--- src/rtl/cic_comp_pkg.sv ---
// Shared constants, coefficient table and FSM encoding for the CIC compensation FIR.
// Optional decimate-by-2 output mode is selected with CIC_COMP_DECIM2_EN.
package cic_comp_pkg;

  localparam int W     = 16;
  localparam int WC    = 16;
  localparam int NTAP  = 15;
  localparam int WACC  = 40;
  localparam int NHALF = (NTAP + 1) / 2;
  localparam int KW    = $clog2(NHALF);
  localparam int XW    = $clog2(NTAP);
  localparam int SHIFT = 15;

  localparam logic [KW-1:0] CTR = KW'(NHALF - 1);

  localparam logic signed [WACC-1:0] RND =
    {{(WACC-SHIFT){1'b0}}, 1'b1, {(SHIFT-1){1'b0}}};
  localparam logic signed [WACC-1:0] SAT_HI = {{(WACC-W+1){1'b0}}, {(W-1){1'b1}}};
  localparam logic signed [WACC-1:0] SAT_LO = {{(WACC-W+1){1'b1}}, {(W-1){1'b0}}};

  // Half of a symmetric Q1.15 response, centre tap last; 2*sum(0..6) + COEF[7] = 32768.
  localparam logic signed [WC-1:0] COEF [NHALF] = '{
    -16'sd121, 16'sd301, -16'sd700, 16'sd1500,
    -16'sd1500, 16'sd4000, -16'sd2500, 16'sd30808
  };

  typedef enum logic [1:0] {
    IDLE  = 2'd0,
    MAC   = 2'd1,
    ROUND = 2'd2,
    OUT   = 2'd3
  } state_t;

endpackage

--- src/rtl/cic_comp_mac.sv ---
// Pre-adder, single multiplier, accumulator and round/saturate stage of the
// compensation FIR.
module cic_comp_mac
  import cic_comp_pkg::*;
(
  input  logic                 clk,
  input  logic                 rst,
  input  logic                 clr,
  input  logic                 en,
  input  logic                 center,
  input  logic                 rnd,
  input  logic signed [W-1:0]  xa,
  input  logic signed [W-1:0]  xb,
  input  logic signed [WC-1:0] coef,
  output logic signed [W-1:0]  o_data
);

  logic signed [W:0]      pre_s;
  logic signed [W+WC:0]   prod_s;
  logic signed [WACC-1:0] acc_r;
  logic signed [WACC-1:0] sum_s;
  logic signed [WACC-1:0] sh_s;
  logic signed [W-1:0]    sat_s;
  logic signed [W-1:0]    o_data_r;

  // Fold the mirrored tap pair; the centre tap has no partner.
  always_comb begin
    pre_s = {xa[W-1], xa};
    if (center) begin
      pre_s = {xa[W-1], xa};
    end else begin
      pre_s = {xa[W-1], xa} + {xb[W-1], xb};
    end
  end

  assign prod_s = (W+WC+1)'(pre_s) * (W+WC+1)'(coef);

  // Round half-up, drop the Q1.15 fraction and clip to the output range.
  always_comb begin
    sum_s = acc_r + RND;
    sh_s  = sum_s >>> SHIFT;
    if (sh_s > SAT_HI) begin
      sat_s = SAT_HI[W-1:0];
    end else if (sh_s < SAT_LO) begin
      sat_s = SAT_LO[W-1:0];
    end else begin
      sat_s = sh_s[W-1:0];
    end
  end

  // Accumulator: cleared at sequence start, one product per MAC cycle.
  always_ff @(posedge clk or negedge rst) begin
    if (!rst) begin
      acc_r <= {WACC{1'b0}};
    end else if (clr) begin
      acc_r <= {WACC{1'b0}};
    end else if (en) begin
      acc_r <= acc_r + WACC'(prod_s);
    end
  end

  // Output register holds the last result between strobes.
  always_ff @(posedge clk or negedge rst) begin
    if (!rst) begin
      o_data_r <= {W{1'b0}};
    end else if (rnd) begin
      o_data_r <= sat_s;
    end
  end

  assign o_data = o_data_r;

endmodule

--- src/rtl/cic_comp_fir.sv ---
// Symmetric compensation FIR behind the CIC decimator: FSM, delay line and flags.
// Define CIC_COMP_DECIM2_EN to emit one output per two accepted samples.
module cic_comp_fir
  import cic_comp_pkg::*;
(
  input  logic                clk,
  input  logic                rst,
  input  logic signed [W-1:0] i_data,
  input  logic                val_in,
  output logic signed [W-1:0] o_data,
  output logic                val_out,
  output logic                busy,
  output logic                overrun
);

  state_t              state_r;
  state_t              state_nx_s;
  logic [KW-1:0]       k_r;
  logic [KW-1:0]       k_nx_s;
  logic signed [W-1:0] x_r [NTAP];
  logic [XW-1:0]       ka_s;
  logic [XW-1:0]       kb_s;
  logic                busy_r;
  logic                val_out_r;
  logic                ovr_r;
  logic                accept_s;
  logic                start_s;
  logic                clr_s;
  logic                en_s;
  logic                rnd_s;
  logic                center_s;

  assign accept_s = val_in & ~busy_r;

`ifdef CIC_COMP_DECIM2_EN
  logic phase_r;

  // Phase toggle: only every second accepted sample launches a MAC sequence.
  always_ff @(posedge clk or negedge rst) begin
    if (!rst) begin
      phase_r <= 1'b0;
    end else if (accept_s) begin
      phase_r <= ~phase_r;
    end
  end

  assign start_s = accept_s & phase_r;
`else
  assign start_s = accept_s;
`endif

  assign center_s = (k_r == CTR);
  assign ka_s     = XW'(k_r);
  assign kb_s     = XW'(NTAP - 1) - ka_s;

  // Next-state and datapath control.
  always_comb begin
    state_nx_s = state_r;
    k_nx_s     = k_r;
    clr_s      = 1'b0;
    en_s       = 1'b0;
    rnd_s      = 1'b0;
    case (state_r)
      IDLE: begin
        if (start_s) begin
          state_nx_s = MAC;
          k_nx_s     = {KW{1'b0}};
          clr_s      = 1'b1;
        end else begin
          state_nx_s = IDLE;
        end
      end
      MAC: begin
        en_s = 1'b1;
        if (center_s) begin
          state_nx_s = ROUND;
        end else begin
          k_nx_s = k_r + KW'(1);
        end
      end
      ROUND: begin
        rnd_s      = 1'b1;
        state_nx_s = OUT;
      end
      OUT:     state_nx_s = IDLE;
      default: state_nx_s = IDLE;
    endcase
  end

  // State, tap index and registered status outputs.
  always_ff @(posedge clk or negedge rst) begin
    if (!rst) begin
      state_r   <= IDLE;
      k_r       <= {KW{1'b0}};
      busy_r    <= 1'b0;
      val_out_r <= 1'b0;
      ovr_r     <= 1'b0;
    end else begin
      state_r   <= state_nx_s;
      k_r       <= k_nx_s;
      busy_r    <= (state_nx_s != IDLE);
      val_out_r <= (state_nx_s == OUT);
      ovr_r     <= ovr_r | (val_in & busy_r);
    end
  end

  // Delay line, x_r[0] newest; samples arriving while busy never reach it.
  always_ff @(posedge clk or negedge rst) begin
    if (!rst) begin
      for (int i = 0; i < NTAP; i++) x_r[i] <= {W{1'b0}};
    end else if (accept_s) begin
      x_r[0] <= i_data;
      for (int i = 1; i < NTAP; i++) x_r[i] <= x_r[i-1];
    end
  end

  cic_comp_mac u_mac (
    .clk    (clk),
    .rst    (rst),
    .clr    (clr_s),
    .en     (en_s),
    .center (center_s),
    .rnd    (rnd_s),
    .xa     (x_r[ka_s]),
    .xb     (x_r[kb_s]),
    .coef   (COEF[k_r]),
    .o_data (o_data)
  );

  assign val_out = val_out_r;
  assign busy    = busy_r;
  assign overrun = ovr_r;

endmodule

--- config.mk ---
export PLATFORM = sky130hd
export DESIGN_NAME = cic_comp_fir
export DESIGN_NICKNAME = d
export VERILOG_FILES = /design/src/rtl/cic_comp_pkg.sv /design/src/rtl/cic_comp_mac.sv /design/src/rtl/cic_comp_fir.sv
export SDC_FILE = /design/constraint.sdc
export NUM_CORES = 1
export LEC_CHECK = 0
export CORE_ASPECT_RATIO = 1.75
export CORE_MARGIN = 4
export CORE_UTILIZATION = 62
export CTS_CLUSTER_SIZE = 20
export DETAILED_ROUTE_END_ITERATION = 8
export PLACE_DENSITY = 0.79
export SYNTH_ARGS = -nofsm -noshare
export SYNTH_HDL_FRONTEND = slang
export SYNTH_SLANG_ARGS = --single-unit
--- constraint.sdc ---
create_clock -name clk -period 24.7 [get_ports clk]
set_input_delay 3.705 -clock clk [delete_from_list [all_inputs] [get_ports clk]]
set_output_delay 3.705 -clock clk [all_outputs]
set_load 0.05 [all_outputs]
# Word-level counts from Yosys, hierarchy flattened
# Memory sizes are Yosys's and may differ from the RTL's.
# Cells that the tools add are included.
word_totals:
  word_cells: 76
  inputBits: 19
  reg_bits: 304
  output_inout_bits: 19
  romBits: 128
  mem_count: 1
op_classes:
  mux: 23
  multipliers: 1
  n_eq_ne: 7
  reduce_logical: 5
  bitwise_logic: 7
  magnitude_cmp: 5
  addsub: 5
memory_table:
  columns: ["name", "words", "word_bits", "rd", "rd_ports_with_merged_regs", "wr", "line", "text"]
  rows:
  - ["(name not given)", 8, 16, 1, 0, 0, "cic_comp_fir.sv:126", ".coef (COEF[k_r]),"]
ops:
  columns: ["operator", "n"]
  rows:
  - ["$bmux 16 s4", 2]
  - ["$mux 16", 8]
  - ["$mux 40", 2]
  - ["$add 40x16->40 const B", 1]
  - ["$add 40x33->40", 1]
  - ["$mul 17x16->33", 1]
  - ["$gt 25x16->1 const B", 1]
  - ["$lt 25x16->1 const B", 1]
  - ["$add 16x16->17", 1]
  - ["$mux 17", 1]
  - ["$ge 5x5->1 const B", 2]
  - ["$pmux 2 s4", 1]
  - ["$eq 2x2->1 const B", 3]
  - ["$mux 3", 2]
  - ["$pmux 3 s2", 1]
  - ["$reduce_bool 2->1", 3]
  - ["$mux 1", 5]
  - ["$not 3->5", 1]
  - ["$not 4->5", 1]
  - ["$ge 4x4->1 const B", 1]
  - ["$ne 2x2->1 const B", 2]
  - ["$not 3->4", 1]
  - ["$sub 4x3->4 const A", 1]
  - ["$add 3x1->3 const B", 1]
  - ["other kinds (8)", 9]

# Logic depth before layout (Yosys ltp)
# Gate-level depths: netlist of run 1.
logic_depth:
  word_depth: 11
  mapped_depth: 46
  ltp_nobuf: 40

# By module
# From an unflattened synthesis of run 1, not the netlist that was laid out.
unflattened:
  cells_unflattened: 3484
  hier_area_um2: 29958.7
modules_own_cells:
  columns: ["module", "cells_each", "seq_area_each_um2", "area_each_um2", "instances"]
  rows:
  - ["cic_comp_mac", 2096, 1401.3, 18089.8, 1]
  - ["cic_comp_fir", 1388, 6206.0, 11868.9, 1]

# Least setup slack after synthesis of run 1
# Ideal clock, no wire load.
synth_timing:
  path_type: "register to register"
  from: "register k_r[0]"
  to: "register u_mac.acc_r[36]"
  slack_ps: 14286
  synth_period_minus_slack_ps: 10414
  path_stages_with_launch: 43
  arrival_time_ps: 10288
  setup_ps: 127
  path_buffers: 7
  required_ps: 24573
  cell_sequence: "dfrtp_1 buf_6 buf_4 buf_4 inv_1 buf_2 ha_1 clkbuf_1 clkbuf_1 mux4_2 mux2i_1 a21oi_1 ha_1 fa_1 a211o_1 a21oi_4 o221ai_2 a41o_1 [7 not listed] fa_1 fa_1 inv_1 fa_1 fa_1 inv_1 fa_1 inv_1 ha_1 a21oi_2 o21bai_1 a21oi_1 o21bai_1 a221o_1 or3_1 o31ai_2 mux2i_1 nand3_1"
synth_between:
  elab_chain_len: 11
  elab_cells_between_ends: 20
  classes_between: "3 x add/sub; 1 x mul; 1 x eq/ne; 11 x mux; 3 x bitwise; 1 x memory"
synth_rtl:
  columns: ["item", "line", "text"]
  rows:
  - ["start: declaration", "cic_comp_fir.sv:18", "logic [KW-1:0] k_r;"]
  - ["start signal: assignment", "cic_comp_fir.sv:94", "k_r <= {KW{1'b0}};"]
  - ["start signal: assignment", "cic_comp_fir.sv:100", "k_r <= k_nx_s;"]
  - ["$sub 4x3->4", "cic_comp_fir.sv:54", "assign kb_s = XW'(NTAP - 1) - ka_s;"]
  - ["$not 4->5 (not written as such)", "cic_comp_fir.sv:125", ".xb (x_r[kb_s]),"]
  - ["$bmux 16 s4", "cic_comp_fir.sv:125", null]
  - ["$mux 16 (not written as such) (2 in series)", "cic_comp_fir.sv:125", null]
  - ["$add 16x16->17", "cic_comp_mac.sv:32", "pre_s = {xa[W-1], xa} + {xb[W-1], xb};"]
  - ["$mux 17", "cic_comp_mac.sv:29", "if (center) begin"]
  - ["$mul 17x16->33 (*)", "cic_comp_mac.sv:36", "assign prod_s = (W+WC+1)'(pre_s) * (W+WC+1)'(coef);"]
  - ["$add 40x33->40 (*)", "cic_comp_mac.sv:58", "acc_r <= acc_r + WACC'(prod_s);"]
  - ["$mux 40 (*)", "cic_comp_mac.sv:57", "end else if (en) begin"]
  - ["$mux 40 (*)", "cic_comp_mac.sv:55", "end else if (clr) begin"]
  - ["end signal: assignment", "cic_comp_mac.sv:54", "acc_r <= {WACC{1'b0}};"]
  - ["end signal: assignment", "cic_comp_mac.sv:56", "acc_r <= {WACC{1'b0}};"]
  - ["end signal: assignment", "cic_comp_mac.sv:58", null]
  - ["end: declaration", "cic_comp_mac.sv:20", "logic signed [WACC-1:0] acc_r;"]
# Mark *: on every way between the ends. The rest lies on a longest branch, timed or not. The select of a mux whose other input is x is not followed.
# A chain may end at the register's enable or synchronous reset.

# Worst setup path after layout of run 1
layout_timing:
  from: "register k_r[0]"
  to: "register u_mac.acc_r[38]"
# The elaborated chain is that of the path after synthesis.

==> impl_metrics.py, run 1 <==
metrics = {
    "global_route": {
        "grt.overflow.total": 0,
        "grt.busiest_layer": "met2",
        "use_met1_pct": 32.5,
        "grt_pass1_wl_mm": 123,
        "grt.total_usage_pct": 31.4,
        "use_met3_pct": 3.43,
        "met2_usage_pct": 57.2,
        "grt_antenna_before_repair": 1,
        "grt_pass1_vias": 24196,
        "grt_max_degree": 244,
    },
    "routing": {
        "viasPerCell": 5.92,
        "drt_pass1_iterations": 6,
        "drtAntennaViolNets": 0,
        "vias": 22213,
        "wl_per_cell_um": 20.2,
        "drc_errors": 0,
        "drt_iter0_markers": 1556,
        "wl_mm": 75.9,
    },
    "floorplanning": {
        "die_area_um2": 49900,
        "core_area_um2": 45900,
        "rows": 104,
        "die_x_um": 171,
        "initial_utilization_pct": 62.5,
        "die_h_um": 293,
        "ios": 38,
    },
    "worst_setup_path": {
        "critPathArrivalTime_ns": 13.01,
        "worstSetupPathType": "flop to flop",
        "worstRegToRegCells": 37,
        "critPathTopFamily": "adder cells",
        "worstSetupStartpointType": "flop",
        "crit_fanout": 51,
        "worst_path_most_repeated_cell": "fa_1",
        "end_kind": "flop",
        "required_ns": 25.14,
        "rr_endpoint": "u_mac.acc_r[38]",
        "timing.rr.start": "k_r[0]",
        "crit_slowest_cell": "a211oi_2",
        "cp_num_buf_inv": 6,
        "ff2ff_setup_slack_ns": 12.13,
        "slowest_delay_ns": 0.84,
    },
    "synthesis": {
        "netlist_area_um2": 28700,
        "ys.flop_type": "dfrtp_1",
        "avgSynthCellArea_um2": 8.99,
        "yosysWarnings": 0,
        "async_flop_share_pct": 100,
        "yosysUniqueCellTypes": 89,
        "synth_seq_area_share_pct": 26.5,
        "netlist_instances": 3192,
        "syn-num-nets": 3683,
        "ys_ff_latch": 304,
        "synth-edff-count": 0,
    },
    "layout": {
        "diodes": 0,
        "multi_input_area_um2": 18600,
        "n_fill_cell": 3637,
        "area_growth_pct": 6.76,
        "drive_above_1_share_pct": 6.65,
        "fin_nets": 3638,
        "seqCellArea_um2": 7610,
    },
    "run": {
        "cap_violations": 0,
    },
    "place": {
        "portBuffers": 37,
        "gp_congestion": 0.960,
        "dpl.hpwl_mm": 58.3,
    },
    "worst_hold_path": {
        "holdCritPathClass": "flop to flop",
        "worst_hold_startpoint": "overrun",
        "holdPathStages": 1,
        "hold_end": "overrun",
    },
    "sta": {
        "period_minus_slack_ns": 12.57,
        "tightest_slew_ns": 1.14,
        "finalSetupViolCount": 0,
        "grt_setup_unrepaired": "no",
        "max_freq_mhz": 79.5,
        "finalHoldViolCount": 0,
        "finalSetupTns_ns": 0,
        "clock_skew_ns": 0.0450,
        "max_slew_margin_pct": 23.6,
        "drv_slew": 0,
        "fin_crit_sh_pct": 50.9,
    },
    "clocking": {
        "cts_root_buf": "clkbuf_16",
        "cts.reportedPaths.clkPinSlew_ns": 0.07,
        "tritoncts": "done",
        "numCtsBuffers": 30,
        "cts.sinks": 304,
        "clockBufferDepth": 3,
        "cts_hold_buffers": 0,
        "worstSkewPairLatency_ns": 0.62,
        "post_cts_buffers": 0,
        "cts_resized": 0,
        "htreeDepth": 1,
    },
    "outcome": {
        "status": "finished, final reports clean",
    },
}
cells in the final DEF (no fill, tap or decap), types with 5 or more instances in the layout:
master and n:
a211oi_1 21, a21o_1 20, a21oi_1 69, a22o_1 10
a31oi_1 12, and2_1 47, and3_1 11, buf_4 32
bufinv_16 8, clkbuf_16 30, clkdlybuf4s50_1 36, clkinv_2 5
dfrtp_1 302, fa_1 333, ha_1 137, inv_1 502
mux2i_1 47, mux4_2 76, nand2_1 967, nand2b_1 14
nand3_1 18, nand4_1 11, nor2_1 110, nor2b_1 13
nor3_1 15, o211ai_1 5, o21a_1 22, o21ai_0 63
o21ai_1 32, o21bai_1 9, or3_1 5, xnor2_1 38
xor2_1 32
worst max path at each step:
stage	endpoint	slack [ns]	start	depth (start not counted)
5_1_grt	u_mac.acc_r[38]	11.57	k_r[0]	33
2_1_floorplan	u_mac.acc_r[36]	14.29	k_r[0]	42
6_report	u_mac.acc_r[38]	12.13	k_r[0]	37
4_1_cts	u_mac.acc_r[38]	12.20	k_r[0]	33
3_5_place_dp	u_mac.acc_r[38]	12.22	k_r[0]	33
3_3_place_gp	u_mac.acc_r[38]	12.41	k_r[0]	33
Yosys cell counts, types with 4 or more instances:
library cell	count	area share (%)
a211oi_1	21	0.55
a21o_1	20	0.52
a21oi_1	71	1.2
a22o_1	10	0.31
a31oi_1	13	0.28
and2_1	47	1.0
and3_1	11	0.24
buf_1	7	0.092
buf_2	17	0.30
buf_4	7	0.18
clkbuf_1	113	1.5
dfrtp_1	304	27
fa_1	333	23
ha_1	139	6.1
inv_1	502	6.6
mux2_2	4	0.16
mux2i_1	47	1.6
mux4_2	76	6.0
nand2_1	967	13
nand2b_1	15	0.33
nand3_1	18	0.31
nand4_1	11	0.24
nor2_1	110	1.4
nor2b_1	14	0.31
nor3_1	15	0.26
o211ai_1	5	0.13
o21a_1	22	0.58
o21ai_0	64	1.1
o21ai_1	32	0.56
o21bai_1	10	0.26
o22ai_1	4	0.087
o31ai_1	4	0.10
or3_1	5	0.11
xnor2_1	38	1.2
xor2_1	32	0.98
layout make-up:
type	count	area share (%)
multi-input combinational	2237	60.8
sequential	304	24.8
inverter	504	6.18
clock buffer	33	2.55
tap	583	2.38
timing repair buffer	70	2.07
clock inverter	23	1.19
state kept, by name, indices dropped and copies added, names as in the netlist:
register      cells
x_r             240
u_mac.acc_r      40
u_mac.o_data     16
k_r               3
state_r           2
busy              1
overrun           1
val_out           1
cells by family after synthesis:
logic type / synth area share (%)
simple gates: 17.7
buf+inv: 8.77
xor+xnor: 2.25
flops: 26.5
compound gates: 7.61
mux: 7.76
fa+ha+maj: 29.4
stage by stage:
stage / setup WS (ns) / hold slack (ns) / util [%] / instance area, µm² / instances
after detailed placement: 12.22 / 0.448 / 64.2 / 29500 / 3698
after CTS: 12.20 / 0.466 / 66.7 / 30600 / 3754
after global routing: 11.57 / 0.491 / 66.7 / 30600 / 3754
final: 12.13 / 0.460 / 66.7 / 30600 / 3754
after global placement: 12.41 / 0.440 / 64.2 / 29500 / 3698
after floorplan: 14.29 / 0.445 / - / 28700 / 3192
worst reg2reg max path: cells and delay by family (launching register included):
family | cells | cell delay, ns
adders and majority gates | 9 | 4.21
AOI/OAI and AO/OA | 15 | 4.14
and+or+nand+nor | 6 | 1.55
buffers and inverters | 6 | 1.31
DFF | 1 | 0.76
muxes | 1 | 0.46
routing by layer:
layer / share of wire (%) / up-vias
met4: 9.5 / 2
met5: 0.0092 / -
met3: 4.6 / 386
met2: 54 / 882
li1: - / 9895
met1: 32 / 11048
Power of run 1 is left out: the tool's default activity adds up to more than one toggle a clock period on the data nets, which glitch-free logic cannot reach.
==> inputs of run 2 (changes only) <==
- clock period: 24.7 -> 13.2 ns (I/O delays scaled with it)
==> impl_metrics.py, run 2 (synthesis results as in run 1) <==
metrics = {
    "worst_setup_path": {
        "worstRegToRegCells": 36,
        "crit_fanout": 26,
        "worstSetupStartpointType": "flop",
        "timing.rr.start": "k_r[1]",
        "critPathArrivalTime_ns": 12.42,
        "slowest_delay_ns": 0.63,
        "required_ns": 13.73,
        "crit_slowest_cell": "dfrtp_1",
        "end_kind": "flop",
        "worstSetupPathType": "flop to flop",
        "worst_path_most_repeated_cell": "fa_1",
        "startpoint": "k_r[1]",
        "ff2ff_setup_slack_ns": 1.31,
    },
    "sta": {
        "period_minus_slack_ns": 11.89,
        "clock_skew_ns": 0.0319,
        "max_slew_margin_pct": 11.0,
        "fin_ws_ns": 1.31,
        "max_freq_mhz": 84.1,
        "finalHoldViolCount": 0,
        "grt_setup_unrepaired": "no",
        "fin_crit_sh_pct": 90.1,
        "drv_slew": 0,
        "finalSetupTns_ns": 0,
        "tightest_slew_ns": 1.30,
        "finalSetupViolCount": 0,
    },
    "place": {
        "gp_congestion": 1.03,
        "place_ws_ns": 1.60,
        "portBuffers": 37,
        "place_area_um2": 29500,
        "dpl.hpwl_mm": 58.9,
    },
    "clocking": {
        "tritoncts": "done",
        "worstSkewPairLatency_ns": 0.61,
        "numCtsBuffers": 30,
        "post_cts_buffers": 0,
        "htreeDepth": 1,
        "cts_hold_buffers": 0,
        "cts_root_buf": "clkbuf_16",
        "cts_resized": 0,
        "cts.reportedPaths.clkPinSlew_ns": 0.08,
        "cts.sinks": 304,
        "clockBufferDepth": 3,
    },
    "routing": {
        "dr_wl_met2_mm": 40.7,
        "drt_pass1_iterations": 6,
        "viasPerCell": 5.94,
        "wl_per_cell_um": 20.5,
        "met1Wirelength_mm": 24.9,
        "wl_met3_mm": 3.98,
        "highest_layer": "met4",
        "vias": 22303,
        "drt_iter0_markers": 1672,
        "drc_errors": 0,
        "wl_mm": 76.9,
        "drtAntennaViolNets": 0,
    },
    "floorplanning": {
        "rows": 104,
        "initial_utilization_pct": 62.5,
        "die_area_um2": 49900,
        "die_x_um": 171,
        "die_h_um": 293,
        "ios": 38,
        "core_area_um2": 45900,
    },
    "layout": {
        "final_cell_mix": "nand2_1 (967), inv_1 (502), fa_1 (333), dfrtp_1 (302), ha_1 (137)",
        "largest_reg_flops": 240,
        "finalInstanceArea_um2": 30600,
        "post-route-util_pct": 66.6,
        "fin_nets": 3640,
        "diodes": 0,
        "final_common_cell": "nand2_1",
        "regMostFlops": "x_r",
        "n_fill_cell": 3643,
        "area_growth_pct": 6.65,
        "drive_above_1_share_pct": 6.62,
    },
    "outcome": {
        "status": "finished, final reports clean",
    },
    "global_route": {
        "grt_pass1_vias": 24226,
        "grt_max_degree": 114,
        "grt.total_usage_pct": 31.9,
        "grt.overflow.total": 0,
        "grt_antenna_before_repair": 0,
        "grt_pass1_wl_mm": 125,
    },
    "worst_hold_path": {
        "worst_hold_startpoint": "x_r[14]",
        "holdPathStages": 2,
        "holdCritPathClass": "flop to flop",
    },
    "run": {
        "cap_violations": 0,
    },
}
[run 2: cell count changes in the layout (fill, tap and decap cells not counted), sizes merged]
cell,before,now
inv,507,505
clkinv,11,7
clkbuf,33,38
bufinv,8,6
buf,34,36
clkinvlp,1,3
[run 2: cell type report]
| type | instances | area [µm²] | area share [%] |
|---|---|---|---|
| Sequential cell | 304 | 7610 | 24.9 |
| Timing Repair Buffer | 72 | 651 | 2.13 |
| Multi-Input combinational cell | 2237 | 18600 | 60.8 |
| Clock inverter | 17 | 254 | 0.830 |
| Tap cell | 583 | 729 | 2.38 |
| Clock buffer | 38 | 852 | 2.78 |
| Inverter | 504 | 1890 | 6.18 |
[run 2: path summary, 6_finish.rpt]
path                                   end
max                        u_mac.acc_r[37]
min                                x_r[14]
min in group asynchronous  u_mac.acc_r[23]
min reg2reg                        x_r[14]
max reg2reg                u_mac.acc_r[37]
max in group asynchronous           k_r[0]
[run 2: through the flow]
stage | std cells | hold slack [ns]
2_1_floorplan | 3192 | 0.445
3_3_place_gp | 3700 | 0.442
3_5_place_dp | 3700 | 0.462
4_1_cts | 3755 | 0.477
5_1_grt | 3755 | 0.503
6_report | 3755 | 0.476
[run 2: worst max-delay path, delay by kind of cell, from the launching register on]
| kind | cells | cell delay (ns) |
|---|---|---|
| fa+ha+maj | 10 | 4.88 |
| mux | 1 | 0.37 |
| simple gates | 4 | 0.91 |
| flops | 1 | 0.63 |
| compound gates | 15 | 4.05 |
| buf+inv | 6 | 0.98 |
[run 2: metal layers]
layer | vias up | global-route usage, %
li1 | 9905 | -
met1 | 11130 | 33.3
met2 | 872 | 57.4
met3 | 396 | 4.66
met4 | 0 | 23.3
met5 | - | 0
Power of run 2 is left out for the same reason.
==> inputs of run 3 (changes only) <==
- SKIP_LAST_GASP: unset -> 1
==> results of run 3 <==
The final DEF is identical to that of run 2; final timing and power are the same.
Power of run 3 is left out for the same reason.
